File: src/rtl/aes_pkg.sv
// aes_pkg: type codes and loader state encoding shared by the AES input stage and key expansion
package aes_pkg;
  localparam int WORD_W = 32;
  localparam logic [1:0] TYPE_NONE = 2'b00;
  localparam logic [1:0] TYPE_DATA = 2'b01;
  localparam logic [1:0] TYPE_KEY = 2'b10;
  typedef enum logic [1:0] {
    IDLE = 2'd0,
    FILL = 2'd1,
    HOLD = 2'd2
  } ld_state_e;
  function automatic logic is_legal(input logic [1:0] t);
    return t == TYPE_KEY || t == TYPE_DATA;
  endfunction
endpackage

File: src/rtl/aes_block_loader.sv
// aes_block_loader: packs four typed 32-bit stream words (s_*) into a 128-bit block (blk_*) held until blk_ready, with abort and err_type pulse
module aes_block_loader
  import aes_pkg::*;
(
  input  logic                clk,
  input  logic                rst,
  input  logic                s_valid,
  output logic                s_ready,
  input  logic [WORD_W-1:0]   s_data,
  input  logic [1:0]          s_type,
  input  logic                abort,
  output logic                blk_valid,
  input  logic                blk_ready,
  output logic [4*WORD_W-1:0] blk_data,
  output logic [1:0]          blk_type,
  output logic                err_type
);
  ld_state_e state;
  logic [1:0] cnt;
  logic acc;
  assign s_ready = state != HOLD;
  assign acc = s_valid && s_ready;
  always_ff @(posedge clk) begin
    err_type <= 1'b0;
    if (rst) begin
      state <= IDLE;
      cnt <= 2'd0;
      blk_valid <= 1'b0;
      blk_data <= '0;
      blk_type <= TYPE_NONE;
    end else if (abort) begin
      state <= IDLE;
      cnt <= 2'd0;
      blk_valid <= 1'b0;
    end else begin
      case (state)
        IDLE: if (acc) begin
          if (is_legal(s_type)) begin
            blk_data[WORD_W-1:0] <= s_data;
            blk_type <= s_type;
            cnt <= 2'd1;
            state <= FILL;
          end else err_type <= 1'b1;
        end
        FILL: if (acc) begin
          if (s_type == blk_type) begin
            blk_data[{cnt, 5'd0} +: WORD_W] <= s_data;
            cnt <= cnt + 2'd1;
            if (cnt == 2'd3) begin
              state <= HOLD;
              blk_valid <= 1'b1;
            end
          end else if (is_legal(s_type)) begin
            err_type <= 1'b1;
            blk_data[WORD_W-1:0] <= s_data;
            blk_type <= s_type;
            cnt <= 2'd1;
          end else begin
            err_type <= 1'b1;
            cnt <= 2'd0;
            state <= IDLE;
          end
        end
        HOLD: if (blk_ready) begin
          state <= IDLE;
          blk_valid <= 1'b0;
        end
        default: state <= IDLE;
      endcase
    end
  end
endmodule

File: config.mk
export PLATFORM = sky130hd
export DESIGN_NAME = aes_block_loader
export DESIGN_NICKNAME = d
export VERILOG_FILES = /design/src/rtl/aes_pkg.sv /design/src/rtl/aes_block_loader.sv
export SDC_FILE = /design/constraint.sdc
export NUM_CORES = 1
export LEC_CHECK = 0
export ABC_AREA = 1
export CORE_MARGIN = 5
export CORE_UTILIZATION = 50
export CTS_BUF_LIST = sky130_fd_sc_hd__clkbuf_4
export DETAILED_ROUTE_END_ITERATION = 12
export PLACE_DENSITY = 0.82
export SKIP_CTS_REPAIR_TIMING = 1
export SYNTH_ARGS = -nofsm -noshare
export SYNTH_HDL_FRONTEND = slang
export SYNTH_SLANG_ARGS = --single-unit
File: constraint.sdc
create_clock -name clk -period 2.68 [get_ports clk]
set_clock_uncertainty 0.2 [all_clocks]
set_input_delay 0.268 -clock clk [delete_from_list [all_inputs] [get_ports clk]]
set_output_delay 0.268 -clock clk [all_outputs]
set_load 0.005 [all_outputs]
* Word level (Yosys, flattened, before mapping) *
Cells that the tools add are included.

word-level totals
  word-level logic and storage cells = 73
  output and inout port bits = 133
  bits of input ports = 39
  flip-flop bits (word level) = 136

operators by class
  shift operators = 2
  reduce and logical (&&, ||, !) cells = 12
  equality and inequality tests = 16
  $add $sub $neg = 2
  bitwise gates (word level) = 1
  multiplexer cells = 33

operators by type and width
  kind                                                                       number
  128-bit bitwise mux                                                        1
  32-bit two-way mux                                                         4
  32-bit by 9-bit variable shift with 128-bit output (first input constant)  1
  32-bit by 9-bit variable part select with 128-bit output                   1
  32-bit one-hot mux with 2 select lines                                     1
  2-bit two-way mux                                                          13
  2-bit inequality test (second input constant)                              8
  4-bit AND reduction                                                        3
  5-bit AND reduction                                                        2
  1-bit two-way mux                                                          9
  7-bit negation with 9-bit output                                           1
  2-bit one-hot mux with 2 select lines                                      2
  2-bit == test (second input constant)                                      3
  3-bit inequality test (second input constant)                              2
  2-bit one-hot mux with 3 select lines                                      1
  6-bit AND reduction                                                        1
  2-bit by 1-bit == test with 1-bit output (second input constant)           2
  1-bit one-hot mux with 2 select lines                                      2
  2-bit nonzero test                                                         2
  2-bit by 1-bit adder with 2-bit output (second input constant)             1
  2-bit == test                                                              1
  2-bit zero test                                                            1
  2-bit OR reduction                                                         1
  1-bit logical AND                                                          1
  other kinds (2)                                                            2

* Logic depth before layout (Yosys ltp) *
  depth in word-level cells = 6
  gate-level depth with buffers = 13
  mapped depth without buffers = 10

* Worst setup path before layout *
OpenSTA, ideal clock, no wires.

  path type = reg-to-reg
  from = reg cnt[0]
  to = reg blk_data[12]
  setup slack = 336 ps
  cell stages (with the launch flop) = 14
  buffers on the path = 4
  setup time = 64 ps
  arrival time = 2080 ps
  period minus slack after synthesis = 2344 ps
  data required time = 2416 ps
  path through = dfxtp_1 inv_1 clkbuf_1 ha_1 buf_2 nor2_1 nand2_1 nand4_1 buf_4 buf_2 nand2_1 nand3_1 nand2_1 nor2_1

between the ends
  cells in the longest elaborated chain, start to end = 6
  elaborated cells between the ends (all ways) = 7
  those cells by class = 1 x add/sub; 2 x shift; 4 x mux

RTL lines
  what                                                                                                                            RTL line                text
  from (decl)                                                                                                                     aes_block_loader.sv:19  logic [1:0] cnt;
  from (signal assigned)                                                                                                          aes_block_loader.sv:48  cnt <= cnt + 2'd1;
  7-bit negation with 9-bit output *                                                                                              aes_block_loader.sv:47  blk_data[{cnt, 5'd0} +: WORD_W] <= s_data;
  32-bit by 9-bit variable part select with 128-bit output or 32-bit by 9-bit variable shift with 128-bit output (tied branches)  aes_block_loader.sv:47
  128-bit bitwise mux *                                                                                                           aes_block_loader.sv:47
  32-bit two-way mux *                                                                                                            aes_block_loader.sv:46  if (s_type == blk_type) begin
  32-bit two-way mux *                                                                                                            aes_block_loader.sv:45  FILL: if (acc) begin
  32-bit one-hot mux with 2 select lines *                                                                                        aes_block_loader.sv:36  case (state)
  to (signal, indexed assignment)                                                                                                 aes_block_loader.sv:39  blk_data[WORD_W-1:0] <= s_data;
  to (signal, indexed assignment)                                                                                                 aes_block_loader.sv:47
  to (signal, indexed assignment)                                                                                                 aes_block_loader.sv:55  blk_data[WORD_W-1:0] <= s_data;
  to (decl)                                                                                                                       aes_block_loader.sv:14  output logic [4*WORD_W-1:0] blk_data,

Every way passes the cells marked *; elsewhere a longest branch is shown, timed or not. The select of a mux whose other input is x is not followed.
A chain may end at the register's enable or synchronous reset.

* Worst setup path in the final report *
  from = reg cnt[1]
  to = reg blk_data[81]

between the ends
  cells in the longest elaborated chain, start to end = 3
  elaborated cells between the ends (all ways) = 4
  those cells by class = 1 x add/sub; 2 x shift; 1 x mux

RTL lines
  what                                                                                                                            RTL line
  7-bit negation with 9-bit output *                                                                                              aes_block_loader.sv:47
  32-bit by 9-bit variable part select with 128-bit output or 32-bit by 9-bit variable shift with 128-bit output (tied branches)  aes_block_loader.sv:47
  128-bit bitwise mux *                                                                                                           aes_block_loader.sv:47

Every way passes the cells marked *; elsewhere a longest branch is shown, timed or not.

==> results_dict.tcl <==
set metrics [dict create \
    ys_types 27 \
    cts_buffer_depth 2 \
    p_leak_uw 0.003408 \
    hold_viol_final 0 \
    synthTopCellsByArea "dfxtp_1 (43%), nand2_1 (22%), nor2_1 (8.6%)" \
    synth.largest_area_cell "dfxtp_1" \
    dp_slack_ps 164.5 \
    gp_congestion 0.9148 \
    hold_path_depth 3 \
    grt_pass1_wl_mm 30.63 \
    ioPinCount 172 \
    initial_utilization_pct 50.63 \
    syn_nets 1021 \
    drv_cap 0 \
    ys.flop_type "dfxtp_1" \
    grt_setup_unrepaired "false" \
    worstSetupPathType "flop to flop" \
    p_switching_uw 1052 \
    power.density_nw_per_um2 467.9 \
    die_x_um 122.8 \
    endpoint_kind "flop" \
    dpl.hpwl_mm 14.12 \
    synth_compound_area_share_pct 7.393 \
    layout.nets 1170 \
    clkTransAtPathRegs_ps 120 \
    p_clk_share_pct 35.5 \
    num_vias 6496 \
    timing.hold.ws_ps 15.13 \
    tightest_slew_ps 777.9 \
    max_stage_delay_ps 420 \
    drv_slew 0 \
    tns_ps 0 \
    track_usage_pct 26.19 \
    synthAdderAreaFrac_pct 1.180 \
    finalNonFillerCells 1310 \
    comb_power_share_pct 11.4 \
    cp.required_ps 2950 \
    r2r_cells 10 \
    arrival_ps 2510 \
    path_delay_family "buffers and inverters" \
    insertion_delay_ps 520 \
    r2r_end "blk_data[81]" \
    postRouteWirelength_mm 19.83 \
    drc 0 \
    rows 41 \
    cp_cell_sequence "inv_1 -> ha_1 -> buf_4 -> nor2_1 -> nand2_1 -> inv_1 -> nand2_1 -> nand2_1 -> nand2_1 -> nor2_1" \
    drt_first_pass_iters 6 \
    placed_area_um2 8087 \
    io_buffers 171 \
    synthSimpleGateAreaFrac_pct 36.87 \
    crit_slowest_cell "dfxtp_1" \
    min_period_over_period_pct 83.47 \
    synthXorXnorAreaFrac_pct 0 \
    crit_cells 10 \
    crit_top_cell "nand2_1" \
    p_sw_share_pct 26.85 \
    synth-edff-count 0 \
    p_int_uw 2866 \
    synth.most_common_cell "nand2_1" \
    drt-initial-drc-count 714 \
    synth_top_family_by_area "simple AND/OR/NAND/NOR gates" \
    start_kind "flop" \
    ys_ff_latch 136 \
    syn_area_um2 6364 \
    vdd_ir_drop_max_mv 0.2830 \
    die_height_um 122.8 \
    cts_tree "built" \
    min_from "rst" \
    synthMuxAreaShare_pct 0 \
    min_path_type "primary input to flop" \
    htreeDepth 4 \
    worst_slack_ps 443.1 \
    ys_seq_area_share_pct 42.78 \
    hold_end "blk_data[75]" \
    avgSynthCellArea_um2 6.520 \
    p_seq_share_pct 53.1 \
    cts_made_buffers 17 \
    r2r-start "cnt[1]" \
    grt_pass1_vias 5879 \
    netlist_instances 976 \
    crit_fanout 23 \
    core_area_um2 12570 \
    avgViaCountPerCell 4.959 \
    max_freq_mhz 447.0 \
    synth_commonest_cells "nand2_1 (371), nor2_1 (145), dfxtp_1 (136), inv_1 (95), a21oi_1 (79)" \
    place_inst 1278 \
    antenna_left 0 \
    routedWlPerCell_um 15.14 \
    reg2reg_slack_ps 440 \
    setup_viol 0 \
    synth_top_area_share_pct 42.78 \
    async_flop_share_pct 0 \
    status "finished, final reports clean" \
    fin_crit_ps 2237 \
    gr-total-overflow 0 \
    final_layout_size_suffix_gt1_share_pct 6.157 \
    die_area_um2 15080 \
    clock-sinks 136 \
    clock-root-buffer "clkbuf_4" \
    yosysWarningCount 0 \
    max-slew-margin-rel_pct 48.14 \
    path_buf_inv 3 \
    area_growth_pct 31.58 \
    antenna_found_initial 1 \
    grt_max_degree 77 \
    fin_area_um2 8373 \
]
-- worst reg2reg max path, stage by stage, from the launching register on --
cell and delay (ps):
dfxtp_1 420, inv_1 110, ha_1 210, buf_4 230
nor2_1 170, nand2_1 90, inv_1 380, nand2_1 140
nand2_1 110, nand2_1 50, nor2_1 80
-- how the worst max path moves through the flow --
stage                               to  slack (ps)      start
final                     blk_data[81]         440     cnt[1]
after global routing      blk_data[80]         230     cnt[1]
after CTS                 blk_data[81]         460     cnt[1]
after detailed placement  blk_data[57]         160  s_type[0]
after global placement    blk_data[44]         230  s_type[0]
after floorplan           blk_data[12]         340     cnt[0]
-- layer usage --
| metal | track usage (%) | part of all wire, % | wire (um) | up-vias |
|---|---|---|---|---|
| met1 | 36.62 | 43 | 8537 | 2887 |
| li1 | - | - | - | 3264 |
| met5 | 0 | 0 | 0 | - |
| met4 | 9.867 | 2.4 | 483 | 0 |
| met2 | 40.55 | 46 | 9142 | 302 |
| met3 | 4.378 | 8.4 | 1667 | 43 |
-- cell type report --
| class | instances | area, um^2 |
|---|---|---|
| sequential | 136 | 2723 |
| antenna | 1 | 2.502 |
| multi-input combinational | 673 | 2892 |
| tap | 172 | 215.2 |
| clock buffer | 17 | 127.6 |
| fill | 1112 | 4195 |
| inverter | 110 | 417.9 |
| clock inverter | 14 | 156.4 |
| timing repair buffer | 187 | 1839 |
-- power groups by stage --
| stage | sequential (uW) | clock (uW) | combinational [uW] |
|---|---|---|---|
| 3_3_place_gp | 2120 | 0 | 438 |
| 4_1_cts | 2080 | 1410 | 442 |
| 5_1_grt | 2080 | 1490 | 487 |
| 3_5_place_dp | 2130 | 0 | 439 |
| 6_report | 2080 | 1390 | 446 |
| 2_1_floorplan | 2120 | 0 | 228 |
-- stage by stage --
step	total power [uW]	utilization, %
2_1_floorplan	2351	-
3_3_place_gp	2562	64.34
3_5_place_dp	2564	64.34
4_1_cts	3931	66.60
5_1_grt	4057	66.62
6_report	3918	66.62
-- sequential cells by signal (all words and copies together), names as in the netlist --
| signal | count |
|---|---|
| blk_data | 128 |
| blk_valid | 1 |
| cnt | 2 |
| state | 2 |
| err_type | 1 |
| blk_type | 2 |
-- cell usage in the layout, fill, tap and decap left out, types with 6 or more instances in the layout --
master | Yosys | layout
inv_1 | 95 | 95
inv_2 | 11 | 11
nor3_1 | 13 | 13
ha_1 | 6 | 6
nand2_1 | 371 | 371
o21ai_0 | 6 | 6
nor4_1 | 10 | 10
nor2_1 | 145 | 145
a21oi_1 | 79 | 79
buf_4 | 2 | 15
dfxtp_1 | 136 | 136
nand3_1 | 25 | 25
clkdlybuf4s50_1 | 0 | 170
clkbuf_4 | 0 | 17
-- cell families after synthesis --
kind of cell	count (synthesis)
AND/OR/NAND/NOR	577
buffers and inverters	167
flip-flops	136
AO/OA/AOI/OAI	90
adder cells (fa/ha/maj)	6
No activity file was read; power rests on OpenSTA's default activity.
